[src/rtl/pipe_pkg.sv]
// Shared pipeline definitions: forward codes, hazard FSM encoding and the
// control-output bundle driven by hazard_ctrl.
package pipe_pkg;

  localparam int CNT_W_DEF = 32;

  localparam logic [1:0] FWD_NONE  = 2'b00;
  localparam logic [1:0] FWD_EXMEM = 2'b01;
  localparam logic [1:0] FWD_MEMWB = 2'b10;
  localparam logic [1:0] FWD_LOAD  = 2'b11;

  localparam logic [1:0] ST_RUN      = 2'd0;
  localparam logic [1:0] ST_LU_STALL = 2'd1;
  localparam logic [1:0] ST_MEM_WAIT = 2'd2;

  typedef struct packed {
    logic pc_write;
    logic ifid_write;
    logic idex_write;
    logic exmem_write;
    logic memwb_write;
    logic flush_ifid;
    logic flush_idex;
    logic bubble_exmem;
  } ctrl_t;

  localparam ctrl_t CTRL_RUN      = 8'b1111_1000;
  localparam ctrl_t CTRL_REDIRECT = 8'b1111_1110;
  localparam ctrl_t CTRL_LOAD_USE = 8'b0001_1001;
  localparam ctrl_t CTRL_FREEZE   = 8'b0000_0000;
  localparam ctrl_t CTRL_RESET    = 8'b0000_0111;

  function automatic logic is_load_fwd(input logic [1:0] code);
    return code == FWD_LOAD;
  endfunction

endpackage

[src/rtl/sat_counter.sv]
// Saturating up-counter used for the hazard performance counters.
module sat_counter #(
  parameter int W = 32
) (
  input  logic         CLK,
  input  logic         RSTn,
  input  logic         inc,
  output logic [W-1:0] count
);

  // NOTE: sequential state is always written with <= so every flop samples
  // pre-edge values regardless of block evaluation order.
  always_ff @(posedge CLK or negedge RSTn) begin
    if (!RSTn) begin
      count <= '0;
    end else if (inc && (count != {W{1'b1}})) begin
      count <= count + 1'b1;
    end
  end

endmodule

[src/rtl/hazard_ctrl.sv]
// Pipeline hazard controller: load-use stall, memory-wait freeze and
// redirect flush, plus cycle/stall/flush performance counters.
module hazard_ctrl
  import pipe_pkg::*;
#(
  parameter int CNT_W = CNT_W_DEF
) (
  input  logic             CLK,
  input  logic             RSTn,
  input  logic [1:0]       ForwardA,
  input  logic [1:0]       ForwardB,
  input  logic [1:0]       BranchForwardA,
  input  logic [1:0]       BranchForwardB,
  input  logic             Redirect,
  input  logic             MemReq,
  input  logic             MemReady,
  output logic             PCWrite,
  output logic             IFIDWrite,
  output logic             IDEXWrite,
  output logic             EXMEMWrite,
  output logic             MEMWBWrite,
  output logic             FlushIFID,
  output logic             FlushIDEX,
  output logic             BubbleEXMEM,
  output logic [CNT_W-1:0] CycleCnt,
  output logic [CNT_W-1:0] StallCnt,
  output logic [CNT_W-1:0] FlushCnt
);

  logic [1:0] state;
  logic [1:0] next_state;
  ctrl_t      ctrl;
  logic       load_use;
  logic       mem_stall;

  assign load_use  = is_load_fwd(ForwardA) || is_load_fwd(ForwardB) ||
                     is_load_fwd(BranchForwardA) || is_load_fwd(BranchForwardB);
  assign mem_stall = MemReq && !MemReady;

  // NOTE: every signal written here gets a default first, so no path can
  // leave it unassigned and infer a latch.
  always_comb begin
    ctrl       = CTRL_RUN;
    next_state = ST_RUN;
    case (state)
      ST_MEM_WAIT: begin
        // Redirect/load_use are re-presented by the frozen EX instruction later.
        if (!MemReady) begin
          ctrl       = CTRL_FREEZE;
          next_state = ST_MEM_WAIT;
        end
      end
      default: begin
        if (mem_stall) begin
          ctrl       = CTRL_FREEZE;
          next_state = ST_MEM_WAIT;
        end else if (Redirect) begin
          ctrl = CTRL_REDIRECT;
        end else if (load_use && (state == ST_RUN)) begin
          // In LU_STALL the code is stale; forwarding flips to MEM/WB next.
          ctrl       = CTRL_LOAD_USE;
          next_state = ST_LU_STALL;
        end
      end
    endcase
    if (!RSTn) begin
      ctrl = CTRL_RESET;
    end
  end

  always_ff @(posedge CLK or negedge RSTn) begin
    if (!RSTn) begin
      state <= ST_RUN;
    end else begin
      state <= next_state;
    end
  end

  assign PCWrite     = ctrl.pc_write;
  assign IFIDWrite   = ctrl.ifid_write;
  assign IDEXWrite   = ctrl.idex_write;
  assign EXMEMWrite  = ctrl.exmem_write;
  assign MEMWBWrite  = ctrl.memwb_write;
  assign FlushIFID   = ctrl.flush_ifid;
  assign FlushIDEX   = ctrl.flush_idex;
  assign BubbleEXMEM = ctrl.bubble_exmem;

  sat_counter #(.W(CNT_W)) u_cycle_cnt (
    .CLK   (CLK),
    .RSTn  (RSTn),
    .inc   (1'b1),
    .count (CycleCnt)
  );

  sat_counter #(.W(CNT_W)) u_stall_cnt (
    .CLK   (CLK),
    .RSTn  (RSTn),
    .inc   (!ctrl.pc_write),
    .count (StallCnt)
  );

  sat_counter #(.W(CNT_W)) u_flush_cnt (
    .CLK   (CLK),
    .RSTn  (RSTn),
    .inc   (ctrl.flush_idex),
    .count (FlushCnt)
  );

endmodule

[config.mk]
export PLATFORM = sky130hd
export DESIGN_NAME = hazard_ctrl
export DESIGN_NICKNAME = d
export VERILOG_FILES = /design/src/rtl/pipe_pkg.sv /design/src/rtl/sat_counter.sv /design/src/rtl/hazard_ctrl.sv
export SDC_FILE = /design/constraint.sdc
export NUM_CORES = 1
export LEC_CHECK = 0
export CORE_MARGIN = 8
export CORE_UTILIZATION = 40
export CTS_CLUSTER_DIAMETER = 60
export DETAILED_ROUTE_END_ITERATION = 8
export DONT_BUFFER_PORTS = 1
export HOLD_SLACK_MARGIN = 0.05
export PLACE_DENSITY_LB_ADDON = 0.25
export SKIP_CTS_REPAIR_TIMING = 1
export SLEW_MARGIN = 20
export SYNTH_ARGS = -nofsm -noshare
export SYNTH_HDL_FRONTEND = slang
export SYNTH_HIERARCHICAL = 1
export SYNTH_SLANG_ARGS = --single-unit
[constraint.sdc]
create_clock -name CLK -period 3.7 [get_ports CLK]
set_clock_uncertainty 0.2 [all_clocks]
set_input_delay 0.37 -clock CLK [delete_from_list [all_inputs] [get_ports CLK]]
set_output_delay 0.37 -clock CLK [all_outputs]
set_load 0.03 [all_outputs]
==> impl_results.md, run 1 <==
* Root Buffer: sky130_fd_sc_hd__clkbuf_16
* Met2 usage at approximately a quarter
* Min Tclk post-route at 2.83 ns
* Multiplexer share of the synthesized area at under 10%
* Residual DRC count at 0
* Share of synthesized area occupied by flip-flops and latches at between 40% and 50%
* Overall die width at approximately 130 µm
* Synthesis Warnings at 6
* Pin count of the biggest net entering global routing at between 100 and 150
* Clock buffer depth at 2
* Cell type of the slowest stage on the worst timing path: sky130_fd_sc_hd__nand4_1
* RSZ-0062 raised after global routing: false
* DIE AREA at 16500 µm²
* Count of antenna diodes in the layout at 0
* Max Cap Violations at 0
* Switching power summed over all nets at 1050 µW
* Critical Path Most Common Cell: sky130_fd_sc_hd__nand4_1
* Worst Path Class, Setup: reg2reg
* GRT Total Usage at between 15 and 20%
* Layout overhead on the synthesized area at 10.4%
* Core Footprint at 12500 µm²
* Post-layout nets at 501
* Filler Cell Count at 1169
* Smallest setup slack after layout at about 0.87 ns
* Adder-Cell Fraction of Synth Area at 0.744%
* Top-Level Pins at 117
* Actual transition at the worst max-transition pin at a little over 0.9 ns
* Skew-Pair Late Insertion Delay at ~0.34 ns
* DR vias at 3734
* Sequential Area at roughly 2500 µm²
* Crit path buf inv count at 0
* Detailed Route Iter0 Violations at 263
* Total negative setup slack at 0 ns
* Antenna-violating nets left at 0
* Busiest grt layer: met2
* Longest individual stage delay on the worst path at 0.63 ns
* Number of antenna violations at the first check in global routing at 0
* Wire length after detailed routing at 12.8 mm
* Congestion Overflow GR at 0
* Post-Syn Area per Cell at 10.6 µm²
* Crit path max fanout at 13
* GR met3 Demand/Resource at 6.32%
* Starting density of the core at 40.5%
* Status: complete, no violations
* Detailed placement HPWL at ~9.3 mm
* Cells along the critical path: nand4_1 -> nor4_4 -> nand4_1 -> nand4_1 -> xnor2_1
* Pre-CTS WS at 0.805 ns
* Global-route wire length before repair at 19.7 mm
* Fmax at 0.353 GHz
* Total of endpoints with negative setup slack in the final report at 0
* Footprint of the multi-input gates at around 2500 µm²
* Yosys cell types at 39
* Final period util at between 70% and 80%
* Kind of end point of the critical path: flop
* Clk network pwr share at 32.4%
* Average detailed-routed wire length per instance at about 19 µm
* Switching share of power at 35.5%
* Internal power at 1900 µW
* Fraction of power consumed by combinational cells at 12.9%
* Number of iterations in the first detailed-routing pass at 4
* Post-synth design cell area at 5040 µm²
* Vias in the first global route at 3546
* Sink count of the clock tree at 98
* Largest family of logic cells by synthesized area: simple AND/OR/NAND/NOR gates
* TritonCTS clock tree: yes
* Met1 capacity usage during global routing at about a fifth
* Count of standard-cell rows at 41
* Sequential Power Share at 54.8%
* Leak pwr at about 0.0023 µW
* Layout cells sized above 1 at a little over a tenth
* Compound-Gate Fraction of Synth Area at 4.09%
* Worst hold path class: in2reg
* Pwr/cell area at 530 nW/µm²
* IR drop worst, VDD at 0.000326 V
* Final estimated routing congestion in global placement at 0.881
* Height of the die at approximately 130 µm
* Final-report max-slew violation count at 0
* Tightest slew margin relative to the limit at roughly 39%
* CTS HTree Levels at 3
* CP top delay family: simple AND/OR/NAND/NOR gates
* Flop2flop setup slack at 0.87 ns
* Simple-gate portion of the synthesized area at 28.1%
* Data required time of the critical path at 3.76 ns
* Xor/xnor cell area share of the yosys netlist at 15.1%
* Critical path startpoint category: flop
* Signal arrival time at the worst endpoint at 2.89 ns
* Flip-flop and latch count after synthesis at 98
* Count of buffers from port buffering at 0
* Clock slew seen by the registers of the worst setup and hold paths at approximately 0.070 ns
* Clock buffer count from CTS at 9
* Count of final hold-check violations at 0
* Average via count per standard cell at 5.64
* Gate Count Post-Synth at roughly 480
cells by family (layout without fill, tap and decap cells):
logic type	Yosys count	after routing
other	1	6
buffers and inverters	16	26
adder cells (fa/ha/maj)	3	3
XOR/XNOR	87	87
multiplexers	6	6
AND/OR/NAND/NOR	239	239
flip-flops	98	98
AO/OA/AOI/OAI	25	25
cell type report:
type	count	share of cell area (%)
Inverter	6	0.404
Timing Repair Buffer	4	0.989
Clock inverter	4	0.899
Sequential cell	98	44.0
Clock buffer	12	4.61
Tap cell	172	3.87
Multi-Input combinational cell	366	45.2
cell usage in the layout (no fill, tap or decap), drive strengths merged:
cell         count
nand4           48
nor2b            3
and3             7
inv              6
dlygate4sd3      2
o21ai            3
clkinv           1
clkinvlp         2
and4            12
bufinv           1
buf              2
nand3           49
a22oi            2
conb             6
nor3            15
a31oi            3
nand2b           1
o211ai           6
xnor2           72
a2111o           1
clkbuf          12
dfrtp           98
or4              6
xor2            15
ha               3
a21o             1
mux2             6
and2             1
nor2            28
o31ai            3
a21oi            6
nor4            15
nand3b           3
nand2           51
Yosys cell counts:
cell	count	area (µm²)
sky130_fd_sc_hd__nor4_2	3	37.5
sky130_fd_sc_hd__o31ai_4	3	63.8
sky130_fd_sc_hd__nand4_2	3	37.5
sky130_fd_sc_hd__a31oi_1	3	18.8
sky130_fd_sc_hd__and2_1	1	6.26
sky130_fd_sc_hd__nand3b_1	3	22.5
sky130_fd_sc_hd__inv_1	6	22.5
sky130_fd_sc_hd__nor4_4	3	63.8
sky130_fd_sc_hd__ha_1	3	37.5
sky130_fd_sc_hd__conb_1	1	3.75
sky130_fd_sc_hd__nand3_1	46	230
sky130_fd_sc_hd__or4_4	6	67.6
sky130_fd_sc_hd__xor2_1	15	131
sky130_fd_sc_hd__nor2b_1	3	18.8
sky130_fd_sc_hd__a2111o_1	1	11.3
sky130_fd_sc_hd__o21ai_1	2	10.0
sky130_fd_sc_hd__mux2_2	3	33.8
sky130_fd_sc_hd__nand2_2	3	18.8
sky130_fd_sc_hd__a21oi_1	6	30.0
sky130_fd_sc_hd__nor2_1	28	105
sky130_fd_sc_hd__dfrtp_1	98	2450
sky130_fd_sc_hd__nand3_2	3	30.0
sky130_fd_sc_hd__o211ai_1	6	45.0
sky130_fd_sc_hd__xnor2_1	72	631
sky130_fd_sc_hd__mux2_1	3	33.8
sky130_fd_sc_hd__nor3_2	6	60.1
sky130_fd_sc_hd__clkbuf_1	3	11.3
sky130_fd_sc_hd__nand2b_1	1	6.26
sky130_fd_sc_hd__buf_6	3	33.8
sky130_fd_sc_hd__and3_1	7	43.8
sky130_fd_sc_hd__nand2_1	48	180
sky130_fd_sc_hd__nand4_1	45	282
sky130_fd_sc_hd__nor3_1	9	45.0
sky130_fd_sc_hd__nor4_1	9	56.3
sky130_fd_sc_hd__a21o_1	1	7.51
sky130_fd_sc_hd__a22oi_1	2	15.0
sky130_fd_sc_hd__and4_1	12	105
sky130_fd_sc_hd__o21ai_0	1	5.00
sky130_fd_sc_hd__buf_4	4	30.0
path summary, 6_finish.rpt:
check | end | start | cells past startpoint
worst max-delay path | u_cycle_cnt/count[12] | u_cycle_cnt/count[23] | 5
worst max register to register | u_cycle_cnt/count[12] | u_cycle_cnt/count[23] | 5
max in group asynchronous | u_flush_cnt/count[26] | RSTn | 2
worst min register to register | state[0] | state[1] | 2
min in group asynchronous | u_cycle_cnt/count[26] | RSTn | 2
worst min-delay path | state[0] | Redirect | 2
per-layer routing:
layer | vias to the layer above | part of all wire [%]
li1 | 1731 | -
met1 | 1843 | 41
met2 | 141 | 46
met3 | 19 | 11
met4 | 0 | 2.2
met5 | - | 0
state kept, by name, indices dropped and copies added, names as in the netlist:
signal / flops
state: 2
u_cycle_cnt/count: 32
u_flush_cnt/count: 32
u_stall_cnt/count: 32
through the flow:
stage / power, µW / instances / utilization (%) / area, µm² / hold WS [ns]
after floorplan: 1870 / 480 / - / 5060 / -0.126
after global placement: 1980 / 643 / 41.8 / 5210 / -0.123
after detailed placement: 1990 / 643 / 41.8 / 5210 / -0.122
after CTS: 2960 / 659 / 44.3 / 5520 / -0.494
after global routing: 3110 / 662 / 44.7 / 5570 / 0.0501
final: 2950 / 662 / 44.7 / 5570 / 0.0459
power groups by stage:
| stage | clock [µW] | combinational [µW] | sequential (µW) |
|---|---|---|---|
| after floorplan | 0 | 294 | 1580 |
| after global placement | 0 | 339 | 1640 |
| after detailed placement | 0 | 352 | 1640 |
| after CTS | 986 | 354 | 1620 |
| after global routing | 1040 | 427 | 1640 |
| final | 955 | 379 | 1620 |
(Power assumes the default switching activity.)
==> run 2, diff against run 1 <==
==> constraint.sdc (replaced) <==
create_clock -name CLK -period 2.6 [get_ports CLK]
set_clock_uncertainty 0.2 [all_clocks]
set_input_delay 0.26 -clock CLK [delete_from_list [all_inputs] [get_ports CLK]]
set_output_delay 0.26 -clock CLK [all_outputs]
set_load 0.03 [all_outputs]
==> impl_results.md, run 2 (same netlist as run 1, synthesis figures left out) <==
* Internal power at 3000 µW
* Layout cells sized above 1 at 25.6%
* DR vias at 4079
* Min Tclk post-route at 2.34 ns
* Total of endpoints with negative setup slack in the final report at 0
* RSZ-0062 raised after global routing: false
* Max Cap Violations at 0
* Clock buffer count from CTS at 9
* Worst hold path class: in2async
* Flop2flop setup slack at about 0.26 ns
* Total negative setup slack at 0 ns
* Post-Route Hold Slack at -0.595 ns
* Kind of end point of the critical path: flop
* Count of standard-cell rows at 41
* Height of the die at 128 µm
* Global-route wire length before repair at 20.9 mm
* Root Buffer: sky130_fd_sc_hd__clkbuf_16
* Cell type of the slowest stage on the worst timing path: sky130_fd_sc_hd__dlygate4sd3_1
* Worst reg2reg path startpoint: state[0]
* DIE AREA at 16500 µm²
* Leak pwr at 0.00280 µW
* Crit path max fanout at 4
* Top-Level Pins at 117
* Depth of the worst register-to-register path at 7
* Critical path endpoint: u_stall_cnt/count[25]
* Number of iterations in the first detailed-routing pass at 4
* Detailed placement HPWL at 9.91 mm
* Clk network pwr share at 33.8%
* Count of final hold-check violations at 98
* Placed cell area at 5960 µm²
* Count of buffers from port buffering at 0
* Final Instance Area at 6340 µm²
* Fraction of power consumed by combinational cells at 22.2%
* Overall die width at 128 µm
* Post-layout nets at 601
* Status: complete, but fails checks
* Clock buffer depth at 2
* Largest registers in the final layout: u_cycle_cnt/count (32), u_flush_cnt/count (32), u_stall_cnt/count (32)
* Data required time of the critical path at 2.63 ns
* Signal arrival time at the worst endpoint at around 2.4 ns
* Filler Cell Count at approximately 1100
* Worst Path Class, Setup: in2reg
* Sequential Power Share at 44.0%
* IR drop worst, VDD at between 0.0003 and 0.0004 V
* GRT Total Usage at 16.1%
* Starting density of the core at about 40%
* Fmax at 0.427 GHz
* Average via count per standard cell at 5.35
* Violated checks: negative hold slack
* Number of antenna violations at the first check in global routing at 0
* Detailed Route Iter0 Violations at 195
* Switching share of power at 33.5%
* Critical Path Most Common Cell: sky130_fd_sc_hd__nand3_1
* Average detailed-routed wire length per instance at 17.0 µm
* Sink count of the clock tree at 98
* Vias in the first global route at slightly below 4000
* Skew-Pair Late Insertion Delay at ~0.34 ns
* Pwr/cell area at 713 nW/µm²
* Longest individual stage delay on the worst path at about 0.54 ns
* Core Footprint at 12500 µm²
* Critical path startpoint category: input pin
* Leading cell type in the layout, fill and taps excluded: sky130_fd_sc_hd__buf_4
* Tightest slew margin relative to the limit at a little under three fifths
* Launch point of the critical path: Redirect
* Count of antenna diodes in the layout at 0
* Final estimated routing congestion in global placement at 0.835
* Residual DRC count at 0
* Congestion Overflow GR at 0
* Pin count of the biggest net entering global routing at 104
* Wire length after detailed routing at 13.0 mm
* Endpoint of the worst register-to-register path: u_stall_cnt/count[25]
* CTS HTree Levels at 3
* Switching power summed over all nets at 1510 µW
* Final period util at 90.1%
* Final-report max-slew violation count at 0
* Cells along the critical path: dlygate4sd3_1 -> a2111o_1 -> nand3_1 -> and3_1 -> nand3_1 -> nor3_2 -> nand4_1 -> xnor2_1
* Actual transition at the worst max-transition pin at 0.638 ns
* Most used cells in the layout excluding fill and tap cells: sky130_fd_sc_hd__buf_4, sky130_fd_sc_hd__dfrtp_1, sky130_fd_sc_hd__xnor2_1, sky130_fd_sc_hd__nand2_1, sky130_fd_sc_hd__nand3_1
* Layout overhead on the synthesized area at 25.6%
* Clock slew seen by the registers of the worst setup and hold paths at 0.07 ns
* TritonCTS clock tree: yes
* Antenna-violating nets left at 0
-- run 2: cell type report --
cell class                      instances  area (µm²)  share of cell area, %
Multi-Input combinational cell        366        2520                   39.7
Sequential cell                        98        2450                   38.7
Timing Repair Buffer                  104         788                   12.4
Clock buffer                            9         225                   3.55
Tap cell                              172         215                   3.40
Clock inverter                          7         116                   1.84
Inverter                                6        22.5                  0.355
-- run 2: stage by stage --
step | setup WS (ns) | total power [µW] | utilization, % | cells
floorplan | 0.264 | 2660 | - | 480
global placement | 0.355 | 2990 | 47.8 | 743
detailed placement | 0.276 | 3030 | 47.8 | 743
CTS | 0.283 | 4570 | 50.6 | 759
global route | 0.0725 | 4730 | 50.8 | 762
finish | 0.257 | 4520 | 50.8 | 762
-- run 2: how the worst min path moves through the flow --
stage	start	to	slack, ns	cells past startpoint
6_report	RSTn	u_flush_cnt/count[30]	-0.60	0
5_1_grt	RSTn	u_flush_cnt/count[30]	-0.61	0
2_1_floorplan	RSTn	state[0]	-0.24	0
3_3_place_gp	RSTn	u_flush_cnt/count[23]	-0.23	0
3_5_place_dp	RSTn	u_flush_cnt/count[23]	-0.23	0
4_1_cts	RSTn	u_flush_cnt/count[23]	-0.61	0
-- run 2: power by group through the flow --
stage / Clock [µW] / Sequential (µW) / Combinational (µW)
final: 1530 / 1990 / 1000
after global routing: 1620 / 2020 / 1090
after CTS: 1570 / 1990 / 1010
after detailed placement: 0 / 2020 / 1010
after global placement: 0 / 2010 / 982
after floorplan: 0 / 2240 / 419
-- run 2: critical path, delay by kind of cell --
kind            cells  cell delay, ns
compound gates      1            0.35
xor+xnor            1            0.15
buf+inv             1            0.54
simple gates        5            1.06
-- run 2: routing by layer --
layer  global-route usage, %  part of all wire, %  vias up
met5                       0                    0        -
met4                    6.08                  1.7        0
met3                    5.45                  9.0       14
met2                    25.8                   48      130
met1                    19.6                   41     2000
li1                        -                    -     1935
==> run 3, diff against run 2 <==
--- a/config.mk
+++ b/config.mk
@@ -12,6 +12,7 @@
 export DONT_BUFFER_PORTS = 1
 export HOLD_SLACK_MARGIN = 0.05
 export PLACE_DENSITY_LB_ADDON = 0.25
+export RECOVER_POWER = 25
 export SKIP_CTS_REPAIR_TIMING = 1
 export SLEW_MARGIN = 20
 export SYNTH_ARGS = -nofsm -noshare
==> results of run 3 <==
Final layout, timing and power as in run 2 (identical DEF).
